**config.mk**
```make
export PLATFORM = sky130hd
export DESIGN_NAME = freq_seq_reader
export DESIGN_NICKNAME = d
export VERILOG_FILES = /design/src/rtl/freq_seq_pkg.sv /design/src/rtl/step_tempo_counter.sv /design/src/rtl/freq_seq_reader.sv
export SDC_FILE = /design/constraint.sdc
export NUM_CORES = 1
export LEC_CHECK = 0
export ABC_AREA = 1
export CAP_MARGIN = 5
export CORE_MARGIN = 3
export CORE_UTILIZATION = 35
export DETAILED_ROUTE_END_ITERATION = 8
export HOLD_SLACK_MARGIN = 0.08
export PLACE_DENSITY = 0.64
export SYNTH_ARGS = -nofsm -noshare
export SYNTH_HDL_FRONTEND = slang
export SYNTH_SLANG_ARGS = --single-unit
```
**constraint.sdc**
```tcl
create_clock -name clk -period 8.95 [get_ports clk]
set_input_delay 1.3425 -clock clk [delete_from_list [all_inputs] [get_ports clk]]
set_output_delay 1.3425 -clock clk [all_outputs]
set_load 0.1 [all_outputs]
```
**src/rtl/freq_seq_pkg.sv**
```systemverilog
// freq_seq_pkg
// Shared types and constants for the sequencer frequency-store reader.
// - freq_t      : unsigned fixed-point frequency word, INT_W.FRAC_W (440.0 Hz = 20'h01B80)
// - seq_state_t : reader FSM states
// - MIN_STEP_LEN: shortest step the FSM can walk (FETCH, CAPTURE, PRESENT, WAIT)
package freq_seq_pkg;

    localparam int FREQ_W       = 20;
    localparam int FRAC_W       = 4;
    localparam int INT_W        = FREQ_W - FRAC_W;
    localparam int MIN_STEP_LEN = 4;

    typedef logic [FREQ_W-1:0] freq_t;

    typedef enum logic [2:0] {
        IDLE,
        FETCH,
        CAPTURE,
        PRESENT,
        WAIT
    } seq_state_t;

endpackage : freq_seq_pkg

```
**src/rtl/step_tempo_counter.sv**
```systemverilog
// step_tempo_counter
// Per-step tempo counter: cleared at the start of every step, counts up while
// enabled and sticks at all-ones instead of wrapping.
// Ports:
//   clk, rst  : clock, synchronous active-high reset
//   clear     : force count to 0 on the next edge (wins over enable)
//   enable    : increment on the next edge
//   period    : sampled step period in clocks (values below MIN_STEP_LEN act as MIN_STEP_LEN)
//   expired   : count >= effective period - 1
//   at_term   : count == effective period - 1 (true for exactly one cycle per step)
module step_tempo_counter
    import freq_seq_pkg::*;
#(
    parameter int TEMPO_W = 24
) (
    input  logic               clk,
    input  logic               rst,
    input  logic               clear,
    input  logic               enable,
    input  logic [TEMPO_W-1:0] period,
    output logic               expired,
    output logic               at_term
);

    logic [TEMPO_W-1:0] count;
    logic [TEMPO_W-1:0] limit;

    // The FSM needs four cycles per step, so shorter periods are stretched.
    always_comb begin
        limit = period - TEMPO_W'(1);
        if (period < TEMPO_W'(MIN_STEP_LEN)) begin
            limit = TEMPO_W'(MIN_STEP_LEN - 1);
        end
    end

    always_ff @(posedge clk) begin
        if (rst) begin
            count <= '0;
        end else if (clear) begin
            count <= '0;
        end else if (enable && (count != '1)) begin
            count <= count + TEMPO_W'(1);
        end
    end

    assign expired = (count >= limit);
    assign at_term = (count == limit);

endmodule : step_tempo_counter

```
**src/rtl/freq_seq_reader.sv**
```systemverilog
// freq_seq_reader
// Read side of the sequencer frequency store. Walks step slots 0..LAST_STEP,
// fetches each frequency word and offers it to the oscillator on a
// valid/ready handshake, one step every max(STEP_PERIOD, 4) clocks.
// Optional build macro: FREQ_SEQ_REST_EN -- a captured word of zero is a rest:
// nothing is presented for that step and FREQ_OUT keeps its previous value.
// Ports:
//   clk, rst     : clock, synchronous active-high reset
//   RUN          : 1 = sequence running, 0 = stop
//   STEP_PERIOD  : clocks per step (sampled in FETCH)
//   LAST_STEP    : last slot before wrapping to 0 (sampled in FETCH, clamped to NUM_STEPS-1)
//   RD_ADDR      : slot address to the store
//   RD_DATA      : store data, valid one cycle after RD_ADDR
//   FREQ_OUT     : frequency word to the oscillator
//   FREQ_VALID   : FREQ_OUT valid
//   FREQ_READY   : oscillator accepts FREQ_OUT
//   STEP_IDX     : current step
//   BUSY         : FSM not in IDLE
//   OVERRUN      : one-cycle pulse when the step period runs out while still presenting
//
// state   | meaning
// IDLE    | stopped, STEP_IDX held at 0, FREQ_OUT keeps last value
// FETCH   | slot address on RD_ADDR, tempo count 0, period/last step sampled
// CAPTURE | store data registered into FREQ_OUT, FREQ_VALID raised
// PRESENT | FREQ_VALID high until the oscillator takes the word
// WAIT    | waiting for the tempo counter to finish the step
module freq_seq_reader
    import freq_seq_pkg::*;
#(
    parameter int NUM_STEPS = 8,
    parameter int TEMPO_W   = 24,
    parameter int ADDR_W    = $clog2(NUM_STEPS)
) (
    input  logic               clk,
    input  logic               rst,
    input  logic               RUN,
    input  logic [TEMPO_W-1:0] STEP_PERIOD,
    input  logic [ADDR_W-1:0]  LAST_STEP,
    output logic [ADDR_W-1:0]  RD_ADDR,
    input  logic [FREQ_W-1:0]  RD_DATA,
    output logic [FREQ_W-1:0]  FREQ_OUT,
    output logic               FREQ_VALID,
    input  logic               FREQ_READY,
    output logic [ADDR_W-1:0]  STEP_IDX,
    output logic               BUSY,
    output logic               OVERRUN
);

    seq_state_t         state;
    seq_state_t         state_next;
    logic [ADDR_W-1:0]  step_idx;
    logic [ADDR_W-1:0]  step_next;
    logic [ADDR_W-1:0]  step_adv;
    logic [ADDR_W-1:0]  rd_addr;
    logic [ADDR_W-1:0]  last_q;
    logic [ADDR_W-1:0]  last_clamped;
    logic [TEMPO_W-1:0] period_q;
    freq_t              freq_out;
    logic               freq_valid;
    logic               valid_next;
    logic               capture_en;
    logic               handshake;
    logic               rest_word;
    logic               cnt_clear;
    logic               cnt_en;
    logic               expired;
    logic               at_term;

    assign handshake = freq_valid & FREQ_READY;

`ifdef FREQ_SEQ_REST_EN
    assign rest_word = (RD_DATA == '0);
`else
    assign rest_word = 1'b0;
`endif

    always_comb begin
        last_clamped = LAST_STEP;
        if (int'(LAST_STEP) >= NUM_STEPS) begin
            last_clamped = ADDR_W'(NUM_STEPS - 1);
        end
    end

    // ">=" rather than "==" so a LAST_STEP lowered mid-run still wraps.
    assign step_adv = (step_idx >= last_q) ? '0 : step_idx + ADDR_W'(1);

    always_ff @(posedge clk) begin
        if (rst) begin
            state <= IDLE;
        end else begin
            state <= state_next;
        end
    end

    always_comb begin
        state_next = state;
        step_next  = step_idx;
        valid_next = freq_valid;
        capture_en = 1'b0;
        case (state)
            IDLE: begin
                step_next = '0;
                if (RUN) begin
                    state_next = FETCH;
                end
            end
            FETCH: begin
                if (!RUN) begin
                    state_next = IDLE;
                    step_next  = '0;
                end else begin
                    state_next = CAPTURE;
                end
            end
            CAPTURE: begin
                if (!RUN) begin
                    state_next = IDLE;
                    step_next  = '0;
                end else if (rest_word) begin
                    state_next = WAIT;
                end else begin
                    capture_en = 1'b1;
                    valid_next = 1'b1;
                    state_next = PRESENT;
                end
            end
            PRESENT: begin
                if (handshake) begin
                    valid_next = 1'b0;
                    if (!RUN) begin
                        state_next = IDLE;
                        step_next  = '0;
                    end else if (expired) begin
                        // Late handshake: the step is already due, skip WAIT.
                        state_next = FETCH;
                        step_next  = step_adv;
                    end else begin
                        state_next = WAIT;
                    end
                end
            end
            WAIT: begin
                if (!RUN) begin
                    state_next = IDLE;
                    step_next  = '0;
                end else if (expired) begin
                    state_next = FETCH;
                    step_next  = step_adv;
                end
            end
            default: begin
                state_next = IDLE;
                step_next  = '0;
                valid_next = 1'b0;
            end
        endcase
    end

    always_ff @(posedge clk) begin
        if (rst) begin
            step_idx   <= '0;
            rd_addr    <= '0;
            freq_out   <= '0;
            freq_valid <= 1'b0;
            period_q   <= '0;
            last_q     <= '0;
        end else begin
            step_idx   <= step_next;
            freq_valid <= valid_next;
            if (capture_en) begin
                freq_out <= RD_DATA;
            end
            // Address is launched on entry to FETCH so the store's registered
            // read data is on RD_DATA during CAPTURE.
            if (state_next == FETCH) begin
                rd_addr <= step_next;
            end
            if (state == FETCH) begin
                period_q <= STEP_PERIOD;
                last_q   <= last_clamped;
            end
        end
    end

    // Count is 0 during FETCH, so FETCH-to-FETCH spacing equals the step length.
    assign cnt_clear = (state_next == FETCH) || (state_next == IDLE);
    assign cnt_en    = (state != IDLE);

    step_tempo_counter #(
        .TEMPO_W (TEMPO_W)
    ) u_tempo (
        .clk     (clk),
        .rst     (rst),
        .clear   (cnt_clear),
        .enable  (cnt_en),
        .period  (period_q),
        .expired (expired),
        .at_term (at_term)
    );

    assign RD_ADDR    = rd_addr;
    assign FREQ_OUT   = freq_out;
    assign FREQ_VALID = freq_valid;
    assign STEP_IDX   = step_idx;
    assign BUSY       = (state != IDLE);
    assign OVERRUN    = (state == PRESENT) && at_term;

endmodule : freq_seq_reader

```
* Word-level counts from Yosys, hierarchy flattened
Cells that the tools add are included.
** Word-level totals
- Output and inout bits :: 29
- Input bits :: 51
- Bits in latches :: 0
- Memories :: 0
- Word-level logic and storage cells :: 56
- Flip-flop bits (word level) :: 81
- Memory bits (writable) :: 0
- Memory bits (read-only) :: 0
** Cells by class
- Reduce and logical (&&, ||, !) cells :: 10
- Mux-type cells :: 21
- $lt $le $gt $ge :: 3
- Equality and inequality tests :: 9
- Add/subtract/negate cells :: 3
- Div/mod/pow operators :: 0
- Bitwise gates (word level) :: 2
- Shift-type cells :: 0
- $mul :: 0
** Operator list (number)
- two-way mux 3 bit :: 11
- adder 24 x 1 -> 24 bit, second input constant :: 1
- == test 24 bit :: 1
- >= comparator 24 bit :: 1
- < comparator 24 x 3 -> 1 bit, second input constant :: 1
- two-way mux 24 bit :: 1
- inequality test 24 bit, second input constant :: 1
- subtractor 24 x 1 -> 24 bit, second input constant :: 1
- case mux 3 bit (5 select lines) :: 1
- case mux 3 bit (3 select lines) :: 1
- == test 3 x 1 -> 1 bit, second input constant :: 2
- == test 3 x 2 -> 1 bit, second input constant :: 2
- zero test 3 bit :: 2
- two-way mux 1 bit :: 4
- two-way mux 2 bit :: 2
- inequality test 2 bit, second input constant :: 2
- OR reduction 2 bit :: 2
- adder 3 x 1 -> 3 bit, second input constant :: 1
- == test 3 bit, second input constant :: 1
- >= comparator 3 bit :: 1
- case mux 1 bit (3 select lines) :: 1
- AND reduction 3 bit :: 1
- nonzero test 3 bit :: 1
- OR reduction 3 bit :: 1
- other kinds (4) :: 5

* Longest topological paths before layout
Gate-level depths: netlist of the first run.
- Word-level depth :: 10
- Gate-level depth with buffers :: 27
- Mapped depth without buffers :: 27

* By module
A second synthesis of the first run with hierarchy kept.
** Second synthesis, totals
- Cells, all modules :: 755
- Area total of the unflattened synthesis :: 5006.1 um2
** Modules (own cells, without submodules)
- step_tempo_counter :: sequential area each 480.5 um2, area an instance 2703.8 um2, cells each 441, instances 1
- freq_seq_reader :: sequential area each 1141.1 um2, area an instance 2302.2 um2, cells each 314, instances 1

* Least setup slack after synthesis of the first run
Ideal clock, no wire load.
- Path type :: register to output
- From :: register period_q[0]
- To :: output port OVERRUN
- Required time :: 7.607 ns
- Path buffers :: 0
- Slack :: 4.068 ns
- Arrival time :: 3.540 ns
- Cell stages (with the launch flop) :: 21
- Cell sequence :: dfxtp_1 -> inv_1 -> ha_1 -> inv_1 -> nor2_1 -> inv_1 -> nor2_2 -> inv_2 -> nor2_4 -> nand2_2 -> nor2_2 -> nand2_2 -> o21ai_1 -> nand3_1 -> ha_1 -> nand2_1 -> nor2_1 -> nand2_1 -> nor2_1 -> nand2_1 -> nor2_1
** On the way
- Word-level cells in the longest chain between the ends :: 4
- Elaborated cells between the ends (all ways) :: 5
- Classes of those cells :: add/sub: 1; order compare: 1; eq/ne: 1; mux: 1; reduce/logical: 1
** RTL lines
- start: declaration :: line freq_seq_reader.sv:57 : logic [TEMPO_W-1:0] period_q;
- start signal: assignment :: line freq_seq_reader.sv:165 : period_q <= '0;
- start signal: assignment :: line freq_seq_reader.sv:179 : period_q <= STEP_PERIOD;
- subtractor 24 x 1 -> 24 bit or < comparator 24 x 3 -> 1 bit (tied branches) :: line step_tempo_counter.sv:30, step_tempo_counter.sv:31
- two-way mux 24 bit * :: line step_tempo_counter.sv:31 : if (period < TEMPO_W'(MIN_STEP_LEN)) begin
- == test 24 bit * :: line step_tempo_counter.sv:47 : assign at_term = (count == limit);
- logical AND 1 bit * :: line freq_seq_reader.sv:206 : assign OVERRUN = (state == PRESENT) && at_term;
- end: declaration :: line freq_seq_reader.sv:46 : output logic OVERRUN
Mark *: on every way between the ends. The rest lies on a longest branch, timed or not.

* Worst setup path in the final report of the first run
- From :: register period_q[16]
- To :: output port OVERRUN
Same word-level chain as after synthesis.

==> results.cfg, run 1 <==
[run_status]
status = finished, final reports clean

[sta]
slew_headroom = 0.338
clock.fmax_ghz = 0.177
timing.hold.ws_ns = 0.444
setup_violations = 0
grt_setup_unrepaired = no
period_share = 0.633
min_period_ns = 5.66
fin_setup_tns_ns = 0
max_slew.worst_pin.slew_ns = 0.990
fin_skew_ns = 0.00807
timing.final.ws_setup_ns = 3.29
report.final.hold_viol_count = 0
slew_viol_final = 0

[power]
p_sw_uw = 295
power_frac_seq = 0.410
p_comb_frac = 0.211
power_leakage_uw = 0.00254
clkPwrFrac = 0.379
cellPowerDensity_nw_per_um2 = 153
vdd_drop_max_uv = 102
swShare = 0.314
power.internal_uw = 644

[grt]
grt_pass1_wl_mm = 19.9
grt_pass1_vias = 4356
grt_use_total = 0.155
overflow = 0
grt_antenna_before_repair = 0
grt_max_degree = 57

[floorplanning]
die_h_um = 125
num_rows = 42
start_util = 0.365
die_area_sq_um = 15500
die_w_um = 125
pin_count = 80
core_area_sq_um = 13500

[logic_synthesis]
synth_area_sq_um = 4930
syn_nets = 808
synth_edf_count = 0
yosys_warnings = 0
synth_top_area_cell = dfxtp_1
yosys_register_bits = 81
ys_types = 34
synth.yosys.seq_area_share = 0.329
synth_ff_type = dfxtp_1
synthCells = 727
syn_area_per_cell_sq_um = 6.78
synth.top_cell.area_share = 0.329
async_reset_ff_frac = 0
netlist_top_cells_area = dfxtp_1 (33%), nand2_1 (11%), inv_1 (7.7%)

[clock_network]
cts_max_path_buffers = 2
cts_buffers = 9
path_clk_slew_ns = 0.06
clock_sinks = 81
cts_hold_buf = 0
cts_resized = 0
cts_setup_buffers = 0
cts.htree.levels = 3
cts_tree = done
cts-root-buf = clkbuf_16
insertion_delay_ns = 0.35

[detailed_routing]
num_vias = 4650
drt_pass1_iterations = 4
drtAntennaViolNets = 0
vias_per_cell = 4.76
drt_iter0_markers = 210
wl_mm = 11.7
wire_per_inst_um = 11.9
drcViolationCount = 0

[critical_path]
start_kind = flip-flop
crit_fanout = 23
endpoint_kind = output port
critPathArrivalTime_ns = 4.32
worstPathRequired_ns = 7.61
worstSetupPathType = flip-flop to output port

[flow_run]
maxCapViolCount = 0

[layout]
mostFrequentLayoutCell = nand2_1
fillCellCount = 1397
diodes = 0
multi_input_area_sq_um = 2790
layout.nets = 876
ff_latch_area_sq_um = 1620
layout-drive-gt1-share = 0.0488
syn_to_final_growth_pct = 24.3
layout_common_cells = nand2_1 (138), inv_1 (101), dfxtp_1 (81), clkdlybuf4s50_1 (79), nor2_1 (78)

[placement]
pre_cts_slack_ns = 3.68
place_hpwl_mm = 8.89
io_buffer_count = 79
gp_congestion = 0.859

[hold_path]
worstHoldPathType = flip-flop to flip-flop
[state kept, by name (all words and copies together) (netlist names)]
name,flops
STEP_IDX,3
last_q,3
FREQ_VALID,1
state,3
RD_ADDR,3
FREQ_OUT,20
u_tempo.count,24
period_q,24
[final timing paths]
path,start,cells past startpoint,slack [ns],to
max,period_q[16],14,3.29,OVERRUN
min,FREQ_OUT[8],2,0.44,FREQ_OUT[8]
max reg2reg,period_q[16],16,5.16,u_tempo.count[16]
min reg2reg,FREQ_OUT[8],2,0.44,FREQ_OUT[8]
[through the flow]
| stage | util | total power, uW | cell area [sq um] | instances |
|---|---|---|---|---|
| floorplan | - | 535 | 4930 | 727 |
| global placement | 0.432 | 592 | 5840 | 960 |
| detailed placement | 0.432 | 592 | 5840 | 960 |
| finish | 0.454 | 939 | 6130 | 976 |
| CTS | 0.454 | 952 | 6130 | 976 |
| global route | 0.454 | 994 | 6130 | 976 |
[final cells by class]
| cell class | instances | share of cell area |
|---|---|---|
| Clock inverter | 6 | 0.00837 |
| Inverter | 103 | 0.0635 |
| Sequential cell | 81 | 0.265 |
| Timing Repair Buffer | 82 | 0.133 |
| Tap cell | 176 | 0.0359 |
| Multi-Input combinational cell | 518 | 0.456 |
| Clock buffer | 10 | 0.0390 |
[metal layers]
metal  vias up  part of all wire  track usage
met4         0             0.017       0.0600
li1       2511                 -            -
met3        16             0.044       0.0433
met2        91              0.44        0.237
met1      2032              0.50        0.206
met5         -                 0            0
[synth_stat cells, types with 4 or more instances]
master    instances
nor3_1           12
nand2_2           6
ha_1             30
nand3_1          39
a22oi_1          14
nor2_1           78
xor2_1           19
nand4_1          10
nand2_1         138
xnor2_1           5
clkbuf_1         19
dfxtp_1          81
a21boi_0          4
inv_1           101
buf_6             5
o21ai_0          61
a21oi_1          75
[power by group through the flow]
stage / clock network, uW / registers (uW) / logic (uW)
5_1_grt: 382 / 387 / 225
2_1_floorplan: 0 / 416 / 119
3_5_place_dp: 0 / 393 / 199
3_3_place_gp: 0 / 393 / 199
4_1_cts: 367 / 385 / 200
6_report: 356 / 385 / 198
[critical path, stage by stage, from the launching register on]
cell and delay [ns]:
dfxtp_1 0.33, nor2_1 0.24, nand2_1 0.12, nor4_1 0.28, nand3_1 0.63, o21a_1 0.30, o21ai_0 0.09, ha_1 0.15
nand2_1 0.06, nor2_1 0.14, nand2_1 0.10, nor2_1 0.13, nand2_1 0.11, nor2_1 0.14, clkdlybuf4s50_1 1.15
[kinds of logic (layout without fill, tap and decap cells)]
family,count (synthesis),count (layout),share of synthesized area
AOI/OAI and AO/OA,166,166,0.183
xor gates and xnor gates,24,24,0.0426
adders and majority gates,30,30,0.0761
buffers and inverters,128,201,0.106
DFF,81,81,0.329
and+or+nand+nor,298,298,0.263
No activity file was read; power rests on OpenSTA's default activity.
==> run 2: changes to the inputs <==
Clock period 8.95 ns to 5.75 ns, I/O delays scaled along.
==> results.cfg, run 2 (synthesized netlist as in run 1, its figures left out) <==
[run_status]
status = finished, final reports clean

[detailed_routing]
drcViolationCount = 0
num_vias = 4597
wire_per_inst_um = 11.9
wl_mm = 11.6
drtAntennaViolNets = 0
vias_per_cell = 4.71
drt_pass1_iterations = 5
drt_iter0_markers = 198

[grt]
use_met1 = 0.213
grt_use_met3 = 0.0373
grt_use_total = 0.155
grt_pass1_vias = 4292
grt_pass1_wl_mm = 20.2
grtUsageMet2 = 0.229
grt_antenna_before_repair = 0
overflow = 0
grt_max_degree = 57
busiest_layer = met2

[sta]
fin_skew_ns = 0.00942
setup_violations = 0
report.final.hold_viol_count = 0
slew_viol_final = 0
min_period_ns = 4.32
clock.fmax_ghz = 0.232
timing.final.ws_setup_ns = 1.43
grt_setup_unrepaired = no
fin_setup_tns_ns = 0
slew_headroom = 0.337
max_slew.worst_pin.slew_ns = 0.992
period_share = 0.751

[layout]
layout.nets = 876
layout-drive-gt1-share = 0.0475
mostFrequentLayoutCell = nand2_1
fillCellCount = 1379
multi_input_area_sq_um = 2790
diodes = 0
layout_common_cells = nand2_1 (138), inv_1 (101), dfxtp_1 (81), nor2_1 (78), clkdlybuf4s50_1 (78)
syn_to_final_growth_pct = 24.3
ff_latch_area_sq_um = 1620

[hold_path]
worstHoldPathType = flip-flop to flip-flop
min_from = FREQ_OUT[7]

[floorplanning]
start_util = 0.365
die_w_um = 125
die_area_sq_um = 15500
pin_count = 80
num_rows = 42
core_area_sq_um = 13500
die_h_um = 125

[placement]
place_hpwl_mm = 8.87
io_buffer_count = 79
gp_congestion = 0.868
pre_cts_slack_ns = 1.78

[clock_network]
cts-root-buf = clkbuf_16
path_clk_slew_ns = 0.06
cts_setup_buffers = 0
cts_tree = done
cts_hold_buf = 0
cts_max_path_buffers = 2
cts.htree.levels = 3
cts_resized = 0
cts_buffers = 9
insertion_delay_ns = 0.34
clock_sinks = 81

[critical_path]
path_common_cell = nor2_1
slowest_stage = dfxtp_1
worstSetupPathType = flip-flop to output port
worstPathRequired_ns = 4.89
path_cells = inv_1 -> ha_1 -> inv_1 -> nor2_1 -> inv_1 -> nor2_2 -> inv_2 -> nor2_4 -> nand2_2 -> nor2_2 -> nand2_2 -> o21ai_1 -> nand3_1 -> ha_1 -> nand2_1 -> nor2_1 -> nand2_1 -> nor2_1 -> nand2_1 -> nor2_1 -> buf_4
slowest_delay_ns = 0.34
crit_path_start = period_q[0]
endpoint_kind = output port
start_kind = flip-flop
critPathArrivalTime_ns = 3.45
r2r-start = period_q[16]
crit_fanout = 4

[flow_run]
maxCapViolCount = 0

[power]
power_leakage_uw = 0.00254
cellPowerDensity_nw_per_um2 = 242
power.total_uw = 1480
vdd_drop_max_uv = 178
[run 2: cell count changes in the layout (fill, tap and decap cells not counted)]
cell             before  now
bufinv_16             0    1
clkbuf_1              0    2
buf_4                 3    4
clkbuf_8              1    0
clkinvlp_4            0    1
clkinv_4              3    2
inv_8                 1    0
clkinv_2              1    0
clkdlybuf4s50_1      79   78
[run 2: power by group]
part	leakage (uW)	total [uW]	internal, uW	switching [uW]
combinational	0.00174	310	111	199
sequential	0.000658	599	582	17.2
clock	0.000140	572	339	232
[run 2: layout make-up]
| class | count | area share |
|---|---|---|
| multi-input cells | 518 | 0.455 |
| flip-flops and latches | 81 | 0.265 |
| repair buffers | 82 | 0.132 |
| inverters | 103 | 0.0635 |
| clock buffers | 11 | 0.0380 |
| well taps | 176 | 0.0359 |
| clock inverters | 5 | 0.0104 |
[run 2: worst max-delay path, delay by kind of cell (launching register included)]
kind / cells / cell delay, ns
flops: 1 / 0.34
compound gates: 1 / 0.13
buf+inv: 5 / 0.62
fa+ha+maj: 2 / 0.47
simple gates: 13 / 1.55
[run 2: final timing paths]
check	to	slack (ns)	cells past startpoint
worst max register to register	u_tempo.count[4]	1.98	16
worst min-delay path	FREQ_OUT[7]	0.44	2
worst max-delay path	OVERRUN	1.43	21
worst min register to register	FREQ_OUT[7]	0.44	2
[run 2: routing by layer]
metal	vias to the layer above	wire length [um]	part of all wire
met1	1970	5830	0.50
met5	-	0	0
li1	2506	-	-
met2	100	4870	0.42
met4	0	337	0.029
met3	21	594	0.051
[run 2: metrics by stage]
stage / instances / hold WS [ns] / utilization / cell area (sq um)
after CTS: 976 / 0.445 / 0.454 / 6130
after detailed placement: 960 / 0.435 / 0.432 / 5830
after global placement: 960 / 0.432 / 0.432 / 5830
final: 976 / 0.443 / 0.454 / 6130
after global routing: 976 / 0.464 / 0.454 / 6130
after floorplan: 727 / 0.427 / - / 4930
==> run 3: changes to the inputs <==
Clock period 5.75 ns to 4.1 ns, I/O delays scaled along.
==> results.cfg, run 3 (synthesized netlist as in run 1, its figures left out) <==
[detailed_routing]
drcViolationCount = 0
wirelength_met1_mm = 5.90
vias_per_cell = 4.79
num_vias = 4686
drt_pass1_iterations = 4
wl_mm = 11.7
top_layer = met4
wl_met2_mm = 5.05
wl_met3_um = 500
drtAntennaViolNets = 0
drt_iter0_markers = 221
wire_per_inst_um = 12.0

[clock_network]
insertion_delay_ns = 0.34
cts_buffers = 9
cts_setup_buffers = 0
cts_max_path_buffers = 2
path_clk_slew_ns = 0.06
cts_hold_buf = 0
cts_tree = done
cts.htree.levels = 3
clock_sinks = 81
cts-root-buf = clkbuf_16

[sta]
fin_setup_tns_ns = 0
setup_violations = 0
period_share = 0.908
timing.hold.ws_ns = 0.442
min_period_ns = 3.72
slew_headroom = 0.334
report.final.hold_viol_count = 0
max_slew.worst_pin.slew_ns = 0.996
fin_skew_ns = 0.00724
slew_viol_final = 0
grt_setup_unrepaired = no
clock.fmax_ghz = 0.269

[grt]
grt_use_total = 0.152
grt_antenna_before_repair = 0
overflow = 0
grt_pass1_wl_mm = 19.8
grt_max_degree = 56
grt_pass1_vias = 4214

[placement]
place_area_sq_um = 5860
place_hpwl_mm = 8.85
dpl.cell_count = 962
io_buffer_count = 79
gp_congestion = 0.885

[critical_path]
slowest_stage = dfxtp_1
slowest_delay_ns = 0.33
critPathArrivalTime_ns = 3.11
crit_path_start = period_q[0]
endpoint_kind = output port
path_common_cell = nor2_2
path_cells = inv_1 -> ha_1 -> inv_1 -> nor2_2 -> inv_1 -> nor2_2 -> inv_2 -> nor2_4 -> nand2_2 -> nor2_4 -> nand2_2 -> o21ai_1 -> nand3_1 -> ha_1 -> nand2_1 -> nor2_2 -> nand2_1 -> nor2_1 -> nand2_1 -> nor2_2 -> buf_12
worstSetupPathType = flip-flop to output port
worstPathRequired_ns = 3.48
start_kind = flip-flop
cpLargestDelayFamily = simple AND/OR/NAND/NOR gates
crit_fanout = 4
crit_buf_inv = 5
ff2ff_setup_slack_ns = 0.61
r2r-start = period_q[0]

[floorplanning]
die_area_sq_um = 15500
start_util = 0.365
core_area_sq_um = 13500
pin_count = 80
die_h_um = 125
die_w_um = 125
num_rows = 42

[layout]
layout-drive-gt1-share = 0.0549
finalNonFillerCells = 978
mostFrequentLayoutCell = nand2_1
diodes = 0
design_area_sq_um = 6180
fillCellCount = 1371
syn_to_final_growth_pct = 25.3
layout.nets = 878
layout_common_cells = nand2_1 (138), inv_1 (101), dfxtp_1 (81), clkdlybuf4s50_1 (78)

[power]
power.internal_uw = 1460
power.total_uw = 2100
cellPowerDensity_nw_per_um2 = 341
power_leakage_uw = 0.00256
power_frac_seq = 0.400
p_sw_uw = 648
p_comb_frac = 0.208
vdd_drop_max_uv = 248
swShare = 0.308
clkPwrFrac = 0.392

[hold_path]
worstHoldPathType = flip-flop to flip-flop
min_from = FREQ_OUT[6]

[run_status]
status = finished, final reports clean

[flow_run]
maxCapViolCount = 0
==> run 3: changes by cell type in the layout (fill, tap and decap cells not counted), sizes merged <==
cell,delta
clkbuf,-1
inv,+1
clkinvlp,-1
buf,+2
clkinv,+1
==> run 3: path summary, 6_finish.rpt <==
path | depth (start not counted) | end
worst max-delay path | 21 | OVERRUN
worst min-delay path | 2 | FREQ_OUT[6]
worst max register to register | 24 | u_tempo.count[3]
worst min register to register | 2 | FREQ_OUT[6]
==> run 3: timing repair <==
item / in CTS / in global routing
endpoints found under the hold margin: 0 / 0
endpoints found under the setup margin: 0 / 1
resized for setup: 0 / 3
==> run 3: power groups by stage <==
stage	clock network, uW	logic, uW	registers (uW)
after floorplan	0	259	908
after global placement	0	434	858
after detailed placement	0	437	859
after CTS	849	439	841
after global routing	879	497	845
final	826	438	841
==> run 3: through the flow <==
step | setup WS (ns) | utilization
after floorplan | 0.402 | -
after global placement | 0.611 | 0.434
after detailed placement | 0.479 | 0.434
after CTS | 0.220 | 0.457
after global routing | 0.0211 | 0.457
final | 0.378 | 0.457
==> run 3: per-layer routing <==
layer  vias up  global-route usage
met3        19              0.0369
met2        96               0.232
met4         0              0.0554
met5         -                   0
li1       2506                   -
met1      2065               0.209
==> run 3: worst reg2reg max path, stage by stage (launching register included) <==
cell	delay, ns
dfxtp_1	0.33
inv_1	0.08
ha_1	0.16
inv_1	0.06
nor2_2	0.11
inv_1	0.08
nor2_2	0.11
inv_2	0.07
nor2_4	0.11
nand2_2	0.09
nor2_4	0.13
nand2_2	0.09
o21ai_1	0.13
nand3_1	0.08
ha_1	0.28
nand2_1	0.07
nor2_2	0.13
nand2_1	0.09
nor2_1	0.14
nand2_1	0.10
nand3_1	0.08
nor2_1	0.07
and3_1	0.16
nand2_2	0.40
a21boi_0	0.18
==> run 3: final cells by class <==
| class | count | area (sq um) | area share |
|---|---|---|---|
| flip-flops and latches | 81 | 1620 | 0.262 |
| clock buffers | 10 | 229 | 0.0371 |
| inverters | 103 | 389 | 0.0630 |
| multi-input cells | 518 | 2800 | 0.454 |
| clock inverters | 6 | 76.3 | 0.0124 |
| repair buffers | 84 | 838 | 0.136 |
| well taps | 176 | 220 | 0.0356 |
